[config.mk]
export PLATFORM = sky130hd
export DESIGN_NAME = run_splitter
export DESIGN_NICKNAME = d
export VERILOG_FILES = /design/src/rtl/run_splitter.sv
export SDC_FILE = /design/constraint.sdc
export NUM_CORES = 1
export LEC_CHECK = 0
export CORE_ASPECT_RATIO = 0.75
export CORE_UTILIZATION = 42
export DETAILED_ROUTE_END_ITERATION = 8
export GPL_TIMING_DRIVEN = 1
export PLACE_DENSITY = 0.69
export SLEW_MARGIN = 5
export SYNTH_ARGS = -nofsm -noshare
export SYNTH_HDL_FRONTEND = slang
export SYNTH_SLANG_ARGS = --single-unit
export TNS_END_PERCENT = 100
[constraint.sdc]
create_clock -name i_clk -period 9.6 [get_ports i_clk]
set_clock_uncertainty 0.2 [all_clocks]
set_input_delay 1.92 -clock i_clk [delete_from_list [all_inputs] [get_ports i_clk]]
set_output_delay 1.92 -clock i_clk [all_outputs]
set_load 0.1 [all_outputs]
[src/rtl/run_splitter.sv]
// Splits a stream of zero-terminated runs alternately into merge inputs A and B.
// Zero latency: the pop and the write happen in the same cycle. Stalls while the target side is full.
module run_splitter #(
  parameter int DATA_W = 32,
  parameter int CNT_W  = 16
) (
  input  logic              i_clk,
  input  logic              i_rst,
  input  logic [DATA_W-1:0] i_in_data,
  input  logic              i_in_empty,
  input  logic              i_in_done,
  output logic              o_in_rd,
  input  logic              i_a_full,
  input  logic              i_b_full,
  output logic              o_a_wr,
  output logic              o_b_wr,
  output logic [DATA_W-1:0] o_data,
  output logic [CNT_W-1:0]  o_runs_a,
  output logic [CNT_W-1:0]  o_runs_b,
  output logic              o_finished,
  output logic              o_err_trunc
);

  typedef enum logic [2:0] {
    ROUTE_A  = 3'd0,
    ROUTE_B  = 3'd1,
    CLOSE    = 3'd2,
    PAD      = 3'd3,
    FINISHED = 3'd4
  } state_t;

  state_t             state, state_nxt;
  logic               close_b, close_b_nxt;
  logic [CNT_W-1:0]   elem_cnt, elem_nxt;
  logic [CNT_W-1:0]   runs_a_nxt, runs_b_nxt;
  logic               err_nxt;
  logic               cur_b;
  logic               cur_full;
  logic               close_full;
  logic               in_zero;

  assign cur_b      = (state == ROUTE_B);
  assign cur_full   = cur_b ? i_b_full : i_a_full;
  assign close_full = close_b ? i_b_full : i_a_full;
  assign in_zero    = (i_in_data == '0);
  assign o_finished = (state == FINISHED);

  always_ff @(posedge i_clk) begin
    if (i_rst) begin
      state       <= ROUTE_A;
      close_b     <= 1'b0;
      elem_cnt    <= '0;
      o_runs_a    <= '0;
      o_runs_b    <= '0;
      o_err_trunc <= 1'b0;
    end else begin
      state       <= state_nxt;
      close_b     <= close_b_nxt;
      elem_cnt    <= elem_nxt;
      o_runs_a    <= runs_a_nxt;
      o_runs_b    <= runs_b_nxt;
      o_err_trunc <= err_nxt;
    end
  end

  always_comb begin
    state_nxt   = state;
    close_b_nxt = close_b;
    elem_nxt    = elem_cnt;
    runs_a_nxt  = o_runs_a;
    runs_b_nxt  = o_runs_b;
    err_nxt     = o_err_trunc;
    o_in_rd     = 1'b0;
    o_a_wr      = 1'b0;
    o_b_wr      = 1'b0;
    o_data      = '0;

    case (state)
      ROUTE_A, ROUTE_B: begin
        if (!i_in_empty) begin
          if (!cur_full) begin
            o_in_rd = 1'b1;
            o_a_wr  = ~cur_b;
            o_b_wr  = cur_b;
            o_data  = i_in_data;
            if (in_zero) begin
              if (cur_b) runs_b_nxt = o_runs_b + 1'b1;
              else       runs_a_nxt = o_runs_a + 1'b1;
              elem_nxt  = '0;
              state_nxt = cur_b ? ROUTE_A : ROUTE_B;
            end else if (elem_cnt != '1) begin
              elem_nxt = elem_cnt + 1'b1;
            end
          end
        end else if (i_in_done) begin
          // Upstream is drained and closed: finish the open run or balance the sides.
          if (elem_cnt != '0) begin
            state_nxt   = CLOSE;
            close_b_nxt = cur_b;
            err_nxt     = 1'b1;
          end else if (o_runs_a > o_runs_b) begin
            state_nxt = PAD;
          end else begin
            state_nxt = FINISHED;
          end
        end
      end

      CLOSE: begin
        if (!close_full) begin
          o_a_wr   = ~close_b;
          o_b_wr   = close_b;
          elem_nxt = '0;
          if (close_b) runs_b_nxt = o_runs_b + 1'b1;
          else         runs_a_nxt = o_runs_a + 1'b1;
          state_nxt = (runs_a_nxt > runs_b_nxt) ? PAD : FINISHED;
        end
      end

      PAD: begin
        if (!i_b_full) begin
          o_b_wr     = 1'b1;
          runs_b_nxt = o_runs_b + 1'b1;
          state_nxt  = FINISHED;
        end
      end

      FINISHED: begin
        state_nxt = FINISHED;
      end

      default: begin
        state_nxt = ROUTE_A;
      end
    endcase

    // Reset wins in the cycle it is asserted: nothing moves through the FIFOs.
    if (i_rst) begin
      o_in_rd = 1'b0;
      o_a_wr  = 1'b0;
      o_b_wr  = 1'b0;
    end
  end

endmodule

Word level (Yosys, flattened, before mapping):

Cells that the tools add are included.

* mux-type cells: 56
* $lt $le $gt $ge: 2
* reduce and logical (&&, ||, !) cells: 11
* equal/unequal tests: 16
* add/subtract/negate cells: 3
* bitwise gates (word level): 2

Operators by type and width (number)
* two-way mux 16 bit: 22
* two-way mux 32 bit: 3
* one-hot mux 16 bit (2 select lines): 2
* adder 16 x 1 -> 16 bit (second input constant): 3
* one-hot mux 16 bit (3 select lines): 1
* greater-than comparator 16 bit: 2
* logical NOT 32 bit: 1
* two-way mux 3 bit: 9
* two-way mux 1 bit: 16
* != test 16 bit (second input constant): 1
* nonzero test 16 bit: 1
* != test 2 bit (second input constant): 7
* != test 3 bit (second input constant): 4
* one-hot mux 3 bit (4 select lines): 1
* AND reduction 5 bit: 2
* AND reduction 7 bit: 1
* == test 3 x 2 -> 1 bit (second input constant): 2
* AND reduction 6 bit: 1
* AND reduction 4 bit: 1
* == test 3 x 1 -> 1 bit (second input constant): 1
* == test 3 bit (second input constant): 1
* logical NOT 3 bit: 1
* one-hot mux 1 bit (3 select lines): 1
* nonzero test 3 bit: 1
* 4 further kinds: 5

* bits of input ports: 38
* flip-flop bits (word level): 53
* output and inout bits: 69

Longest topological paths before layout:

* word-level depth: 8
* mapped depth: 14

Worst setup path after synthesis:

Ideal clock, no wire load.

* path type: input-to-output
* from: input port i_in_empty
* to: output port o_b_wr
* slack: 0.590 ns
* data arrival time: 6.890 ns
* buffers on the path: 0
* stages on the path: 3
* required time: 7.480 ns
* path through: nor2b_1 nand2b_1 a2111oi_0

* longest elaborated chain between the ends: 3

Ends and longest elaborated chain
* from (decl): line 10 `input logic i_in_empty,`
* two-way mux 1 bit: line 80 `if (!i_in_empty) begin`
* one-hot mux 1 bit (3 select lines): line 78 `case (state)`
* two-way mux 1 bit: line 138 `if (i_rst) begin`
* to (decl): line 16 `output logic o_b_wr,`

Every way passes these cells.

Worst setup path after layout:

* from: input port i_in_empty
* to: output port o_data[1]

* longest elaborated chain between the ends: 2

Ends and longest elaborated chain
* two-way mux 32 bit: line 80
* two-way mux 32 bit: line 78
* to (decl): line 17 `output logic [DATA_W-1:0] o_data,`

Every way passes these cells.

==> out/results.txt <==
Syn Nets: 671
CORE AREA: 0.0103 mm^2
CP cell instances: clkdlybuf4s50_1 -> or3_4 -> nor3b_4 -> and2_1 -> clkdlybuf4s50_1
Largest stage delay, worst path: 1.14 ns
Hold/Removal Path Class: register to register
Compound-Gate Fraction of Synth Area: 0.178
Power per Cell Area: 104 mW/mm^2
TNS Setup: 0 ns
number of hold buffers added after cts: 0
post-synthesis sequential area ratio: 0.236
Setup CP Type: primary input to output port
Reg2Reg Capture Point: state[0]$_SDFFE_PP0P_
buffers added on ports: 106
type of origin of the critical path: primary input
hold depth: 2
dpl cell area: 0.00561 mm^2
Worst path top cell family by delay: buffers and inverters
via count: 4,613
fraction of layout cells with a size suffix above 1: 0.0425
largest family of logic cells by synthesized area: simple AND/OR/NAND/NOR gates
Area Overhead vs Synth: 28.5%
critical path peak fanout: 36
post-cts resize count: 0
Die Width: 121 um
Clk Latency, worst-skew pair: 0.30 ns
adder-cell area share of the yosys netlist: 0.0974
Buf/Inv on CP: 2
Worst path most repeated cell: clkdlybuf4s50_1
Post-Syn Area per Cell: 7.52 um^2
Hold Worst Slack: 0.265 ns
min-delay src: o_err_trunc$_SDFFE_PP0P_
gr usage total: 0.227
Final ANT Viol Nets: 0
leak pwr: 2.05 nW
Synth Area in XOR/XNOR: 0.0584
Finished Cell Area: 0.00578 mm^2
Root Driver: clkbuf_16
min cycle time layout: 7.10 ns
final net count: 755
Worst-path clk slew: 0.08 ns
vias in the first global route: 4,189
Synth Area in Simple Gates: 0.340
#FFs+latches synth: 53
count of final hold-check violations: 0
Final period util: 0.740
worst endpoint required time: 7.48 ns
gr ovfl total: 0
DR iter-0 viols: 316
Synth async-reset ratio: 0
Initial Utilization: 0.435
RSZ-0062 raised after global routing: no
r2r setup slk: 5.49 ns
EDFF count, synth: 0
cells after synthesis: 598
Via density: 5.63
R2R cell count: 14
crit end category: output port
mapped cell area: 0.00450 mm^2
Top FF cell, synth: dfxtp_1
Inst Count DP: 811
TritonCTS clock tree: done
WL final: 12.6 mm
r2r startpoint: o_runs_a[0]$_SDFFE_PP0P_
Worst-Margin Slew: 1.15 ns
worst vdd ir: 0.0000677 V
Ys Warns: 0
Setup Buffers After CTS: 0
io pins: 107
Finished Layout Cells: 819
initial antenna violation count: 0
# H-tree levels: 2
FP Rows: 32
TritonCTS Sinks: 53
multiplexer share of the synthesized area: 0.0284
number of diodes: 0
routability congestion estimate: 0.869
status: finished clean
Fillers: 962
fmax: 141 MHz
DR WL/cell: 15.4 um
crit path max-delay cell type: clkdlybuf4s50_1
largest net degree at the start of global routing: 51
crit path DAT: 4.98 ns
Die Y: 91.6 um
clock buffer depth: 2
setup violators final: 0
Final Max Slew Viols: 0
first-pass GRT wire length: 20.5 mm
DRC Markers: 0
Tot Pwr: 0.599 mW
max_slew headroom: 0.235
Netlist cell types: 62
MaxCap Viol Count: 0
number of detailed-route iterations in the first pass: 5
die area: 0.0111 mm^2
Min-Delay Endpoint: o_err_trunc$_SDFFE_PP0P_
Detailed Place HPWL: 9.56 mm
TritonCTS Buffers: 5
power breakdown:
group	total (mW)	leakage [nW]	internal, mW	switching, mW
registers	0.226	0.427	0.222	0.00452
logic	0.163	1.54	0.0476	0.115
clock network	0.210	0.0842	0.124	0.0860
total	0.599	2.05	0.393	0.206
metal layers:
metal  up-vias  routed length (um)  global-route usage
li1       2333                   -                   -
met1      2184                6550               0.339
met2        88                5480               0.339
met3         8                 483              0.0379
met4         0                  88              0.0391
met5         -                   0                   0
worst register-to-register path, stage by stage, from the launching register on:
cell      delay, ns
dfxtp_1        0.46
ha_1           0.26
and3_1         0.23
nand3_2        0.14
or3_4          0.45
or2_1          0.28
nor3_1         0.23
xor2_1         0.10
ha_1           0.31
nand3_1        0.11
or4_1          0.50
nor2_1         0.23
nor2_1         0.09
a221oi_1       0.30
o21ai_0        0.11
state kept, by name, indices dropped and copies added, names as in the netlist:
signal / cells
o_runs_a: 16
o_err_trunc: 1
close_b: 1
elem_cnt: 16
state: 3
o_runs_b: 16
worst max-delay path by stage:
stage	from	to	slack (ns)	depth (start not counted)
after global placement	i_in_empty	o_in_rd	2.62	5
after detailed placement	i_in_empty	o_data[1]	2.51	5
after global routing	i_in_empty	o_data[9]	2.35	5
final	i_in_empty	o_data[1]	2.50	5
after floorplan	i_in_empty	o_b_wr	0.59	3
after CTS	i_in_empty	o_data[1]	2.51	5
cells in the final DEF, fill, tap and decap left out, types with 3 or more instances in the layout:
master,instances
or4_1,15
nor3_1,12
ha_1,35
clkbuf_16,5
xor2_1,12
nand4b_1,4
nand2b_1,6
or3_1,19
buf_4,4
o211ai_1,7
o21ai_0,30
o21a_1,6
inv_1,33
dfxtp_1,53
nand4_1,14
nand2_1,45
nor2_1,40
nor3b_1,4
nor2b_1,12
mux2_2,6
clkdlybuf4s50_1,105
o31ai_1,13
nor4_1,14
and4_1,3
nand3_1,25
and3_1,5
mux2i_1,6
and2_1,35
xnor2_1,18
a21oi_1,52
cell usage after synthesis, drive strengths merged, types with 18 or more instances:
master | number | area [um^2]
and2 | 36 | 225
ha | 35 | 438
nand3 | 26 | 135
nand2 | 45 | 169
or3 | 21 | 141
xnor2 | 18 | 158
o21ai | 30 | 150
dfxtp | 53 | 1060
nor2 | 40 | 150
clkbuf | 23 | 86.3
inv | 33 | 124
a21oi | 52 | 260
cells by family (layout without fill, tap and decap cells):
| family | after synthesis | after routing |
|---|---|---|
| simple gates | 270 | 270 |
| compound gates | 131 | 131 |
| buf+inv | 67 | 152 |
| flops | 53 | 53 |
| fa+ha+maj | 35 | 35 |
| xor+xnor | 30 | 30 |
| mux | 12 | 12 |
through the flow:
step	util	setup slack, ns
final	0.560	2.50
after detailed placement	0.543	2.51
after global routing	0.560	2.35
after floorplan	-	0.590
after global placement	0.543	2.62
after CTS	0.560	2.51
cell type report:
type | instances | area, um^2 | share of cell area
multi-input combinational | 478 | 3170 | 0.548
clock inverter | 3 | 43.8 | 0.00757
clock buffer | 5 | 125 | 0.0216
timing repair buffer | 110 | 1090 | 0.188
tap | 136 | 170 | 0.0294
sequential | 53 | 1060 | 0.184
inverter | 34 | 128 | 0.0221
No activity file was read; power rests on OpenSTA's default activity.
==> edit 1: new RTL, same flow settings <==
The 5 states of `state_t` get a Gray code encoding in 3 bits.
--- a/src/rtl/run_splitter.sv
+++ b/src/rtl/run_splitter.sv
@@ -23,9 +23,9 @@
 
   typedef enum logic [2:0] {
-    ROUTE_A  = 3'd0,
-    ROUTE_B  = 3'd1,
-    CLOSE    = 3'd2,
-    PAD      = 3'd3,
-    FINISHED = 3'd4
+    ROUTE_A  = 3'b000,
+    ROUTE_B  = 3'b001,
+    CLOSE    = 3'b011,
+    PAD      = 3'b010,
+    FINISHED = 3'b110
   } state_t;
 
Behaviour: same outputs for any inputs over 4 cycles, from zero or initial values and one cycle with i_rst high; so few cycles prove little.
==> edit 1 against the unedited design <==
Critical path depth unchanged. Wire length down 7.9%. Power is 4.9% higher. Setup slack gained 0.35 ns. Area after synthesis decreased by 5.6%. Die area is 5.5% lower. Worst hold slack worse by 0.0065 ns. Cell area is 4.1% lower. Sequential cell count unchanged. Critical path type unchanged.
==> edit 1: results <==
metrics = {
    "run_status": {
        "status": "completed",
    },
    "pwr": {
        "ir_worst_vdd_v": 0.00006100,
        "leakage_nw": 2.190,
    },
    "synth": {
        "synth_area_per_cell_sq_um": 7.737,
        "netlist_top_cells_count": "dfxtp_1 (53), nor2_1 (53), and3_1 (49)",
        "syn_nets": 622,
        "synth.distinct_cells": 54,
        "yosysSeqAreaShare": 0.2498,
        "synth.area.top_cells": "dfxtp_1 (25%), ha_1 (10%), and3_1 (7.2%)",
    },
    "detailed_routing": {
        "drt_wl_total_um": 11600,
        "drtPass1Iterations": 4,
        "drt-initial-drc-count": 321,
        "wl_per_cell_um": 15.04,
    },
    "placement": {
        "dpl.hpwl_um": 8798,
        "place_inst": 763,
        "globalplace.congestion": 0.8399,
    },
    "worst_setup_path": {
        "cp.arrival_ns": 4.63,
        "cp_max_fo": 35,
    },
    "global_routing": {
        "grtUsageTotal": 0.2219,
        "grt_pass1_wl_um": 18770,
        "first_global_vias": 3744,
    },
    "timing": {
        "tightest_slew_ns": 1.084,
        "max_slew_margin": 0.2733,
    },
    "finish": {
        "drive_above_1_share": 0.04225,
        "fin_nets": 711,
    },
    "clock_network": {
        "clockBufferDepth": 2,
    },
}
[edit 1: layer usage]
| layer | global-route usage | part of all wire | vias up |
|---|---|---|---|
| met3 | 0.04401 | 0.046 | 16 |
| met5 | 0 | 0 | - |
| li1 | - | - | 2138 |
| met1 | 0.3042 | 0.50 | 2025 |
| met4 | 0.06993 | 0.014 | 0 |
| met2 | 0.3529 | 0.44 | 106 |
[edit 1: layout make-up]
| cell class | count | area [sq um] |
|---|---|---|
| Timing Repair Buffer | 109 | 1084 |
| Fill cell | 906 | 4189 |
| Inverter | 25 | 93.84 |
| Clock inverter | 3 | 21.27 |
| Sequential cell | 53 | 1061 |
| Tap cell | 132 | 165.2 |
| Multi-Input combinational cell | 444 | 2997 |
| Clock buffer | 5 | 125.1 |
[edit 1: cell families (layout without fill, tap and decap cells)]
logic type | after synthesis | count (layout) | share of synthesized area
flops | 53 | 53 | 0.2498
compound gates | 60 | 60 | 0.09484
mux | 7 | 7 | 0.01738
xor+xnor | 65 | 65 | 0.1340
simple gates | 277 | 277 | 0.3532
fa+ha+maj | 35 | 35 | 0.1031
buf+inv | 52 | 142 | 0.04772
[edit 1: critical path, stage by stage]
cell             delay (ns)
clkdlybuf4s50_1        0.54
mux2i_4                0.66
and2_1                 0.24
nor2b_1                0.12
clkdlybuf4s50_1        1.14
[edit 1: path summary, 6_finish.rpt]
check / slack [ns] / to / from
worst min-delay path: 0.26 / o_err_trunc$_SDFFE_PP0P_ / o_err_trunc$_SDFFE_PP0P_
worst min register to register: 0.26 / o_err_trunc$_SDFFE_PP0P_ / o_err_trunc$_SDFFE_PP0P_
worst max register to register: 5.70 / state[2]$_SDFFE_PP0P_ / o_runs_b[0]$_SDFFE_PP0P_
worst max-delay path: 2.85 / o_in_rd / i_b_full
[edit 1: per-stage QoR]
step	total power [mW]	utilization	area (sq um)	hold WS, ns	setup slack [ns]
after floorplan	0.3902	-	4248	0.2701	2.297
after global placement	0.4452	0.5538	5391	0.2367	2.582
after detailed placement	0.4472	0.5538	5391	0.2399	2.476
after CTS	0.6333	0.5688	5538	0.2557	2.474
after global routing	0.6553	0.5697	5547	0.2853	2.760
final	0.6282	0.5697	5547	0.2581	2.854
[edit 1: power breakdown]
group | internal (mW) | total (mW) | leakage [nW] | switching, mW
Clock | 0.0973 | 0.183 | 0.0702 | 0.0860
Combinational | 0.0607 | 0.212 | 1.69 | 0.151
Sequential | 0.224 | 0.233 | 0.427 | 0.00919
==> edit 2: new RTL, config.mk and constraints unchanged <==
Made on the original files. Set the parameter `CNT_W` to 32 (it was 16).
--- a/src/rtl/run_splitter.sv
+++ b/src/rtl/run_splitter.sv
@@ -3,5 +3,5 @@
 module run_splitter #(
   parameter int DATA_W = 32,
-  parameter int CNT_W  = 16
+  parameter int CNT_W  = 32
 ) (
   input  logic              i_clk,
Interface: changed (resized o_runs_a and o_runs_b); port bits go from 107 to 139. The function was not compared with the original's and may differ.
==> edit 2 against the unedited design <==
Fmax increased by 7.1%. Die area increased by 71%. Register-to-register slack got worse by 1.1 ns. Wire length increased by 76%. Setup slack improved by 0.47 ns. Cell area increased by 66%. Area after synthesis increased by 73%. Cell count increased by 66%. Power increased by 70%. Sequential cell count increased by 48. Critical path depth increased by 1. Critical endpoint is now o_data[9]. Largest cell class unchanged. Largest power group unchanged.
==> edit 2: results <==
metrics = {
    "finish": {
        "fin_nets": 1218,
        "n_antenna_cell": 0,
        "largestRegisters": "elem_cnt: 32 flops, o_runs_a: 32 flops, o_runs_b: 32 flops",
        "fillers": 1737,
        "drive_above_1_share": 0.03309,
    },
    "worst_setup_path": {
        "cp_max_fo": 32,
        "cp.arrival_ns": 4.51,
    },
    "global_routing": {
        "grtUsageTotal": 0.2371,
        "first_global_vias": 7004,
        "grt_max_degree": 53,
        "grt_pass1_wl_um": 36140,
        "antenna_found_initial": 0,
    },
    "synth": {
        "synth-main-ff-cell": "dfxtp_1",
        "syn_nets": 1112,
        "netlist_top_cells_count": "nor2_1 (120), dfxtp_1 (101), nand2_1 (82)",
        "synth.distinct_cells": 66,
        "yosysSeqAreaShare": 0.2603,
        "synthArstFlopShare": 0,
        "yosysWarnings": 0,
        "synth.area.top_cells": "dfxtp_1 (26%), ha_1 (11%), xnor2_1 (7.9%)",
    },
    "detailed_routing": {
        "wl_per_cell_um": 16.33,
        "drtPass1Iterations": 5,
        "drt-initial-drc-count": 568,
        "vias": 7611,
    },
    "clock_network": {
        "clockBufferDepth": 2,
        "cts_buffers": 9,
        "clk_latency_ns": 0.36,
        "cts_resized": 0,
        "post_cts.repair.setup_buffers": 0,
        "cts.htree.levels": 3,
        "cts_root_buf": "clkbuf_16",
        "clk_pin_slew_ns": 0.07,
    },
    "placement": {
        "globalplace.congestion": 0.8722,
        "portBuffers": 138,
        "dpl.hpwl_um": 16910,
    },
    "min_path": {
        "hold_class": "reg2reg",
    },
    "run_status": {
        "status": "completed",
    },
    "pwr": {
        "ir_worst_vdd_v": 0.00008371,
        "leakage_nw": 3.590,
    },
    "timing": {
        "max_slew_margin": 0.2679,
        "setup_violations": 0,
    },
}
==> edit 2: cell types whose count changed after synthesis, sizes merged, moves of 32 or more <==
cell	delta
dfxtp	+48
nand2	+37
ha	+32
xor2	+50
nand4	+42
xnor2	+52
nor2	+81
nand3	+32
==> edit 2: per-layer routing <==
layer	part of all wire	wire, um	vias to the layer above	global-route usage
met5	0	0	-	0
met4	0.010	227	0	0.03966
met3	0.066	1470	16	0.05565
li1	-	-	3778	-
met1	0.48	10660	3555	0.3269
met2	0.44	9843	262	0.3808
==> edit 2: layout make-up <==
| type | instances | area [sq um] | share of cell area |
|---|---|---|---|
| clock buffer | 10 | 239.0 | 0.02484 |
| sequential | 101 | 2022 | 0.2102 |
| timing repair buffer | 143 | 1414 | 0.1470 |
| clock inverter | 6 | 92.59 | 0.009625 |
| tap | 242 | 302.8 | 0.03148 |
| inverter | 46 | 172.7 | 0.01795 |
| multi-input combinational | 812 | 5376 | 0.5589 |
==> edit 2: power by group <==
group          total (mW)  leakage [nW]  internal [mW]  switching, mW
combinational       0.176          2.62         0.0500          0.126
sequential          0.426         0.814          0.421        0.00452
clock               0.415         0.161          0.238          0.177
total                1.02          3.59          0.709          0.307
==> edit 2: worst max-delay path: stages <==
cell             delay (ns)
clkdlybuf4s50_1        0.49
or3_1                  0.41
nor2_1                 0.13
buf_4                  0.25
and2_1                 0.16
clkdlybuf4s50_1        1.14
==> edit 2: final timing paths <==
check / depth (start not counted) / from / end / slack (ns)
worst max-delay path: 6 / i_in_empty / o_data[9] / 2.97
worst min-delay path: 2 / o_err_trunc$_SDFFE_PP0P_ / o_err_trunc$_SDFFE_PP0P_ / 0.25
worst max register to register: 13 / o_runs_b[0]$_SDFFE_PP0P_ / state[0]$_SDFFE_PP0P_ / 4.41
worst min register to register: 2 / o_err_trunc$_SDFFE_PP0P_ / o_err_trunc$_SDFFE_PP0P_ / 0.25
==> edit 2: logic make-up (layout without fill, tap and decap cells) <==
| family | count (synthesis) | in the layout | share of synthesized area |
|---|---|---|---|
| xor gates and xnor gates | 132 | 132 | 0.1488 |
| buffers and inverters | 94 | 205 | 0.04832 |
| DFF | 101 | 101 | 0.2603 |
| adders and majority gates | 67 | 67 | 0.1079 |
| and+or+nand+nor | 492 | 492 | 0.3310 |
| muxes | 10 | 10 | 0.01385 |
| AOI/OAI and AO/OA | 111 | 111 | 0.08973 |
==> edit 2: through the flow <==
stage	worst slack [ns]	hold slack [ns]	utilization	area, sq um	std cells
2_1_floorplan	2.295	0.2573	-	7767	1007
3_3_place_gp	2.968	0.2373	0.5198	9288	1344
3_5_place_dp	2.956	0.2435	0.5198	9288	1344
4_1_cts	2.942	0.2557	0.5384	9619	1360
5_1_grt	2.819	0.2944	0.5384	9619	1360
6_report	2.970	0.2534	0.5384	9619	1360
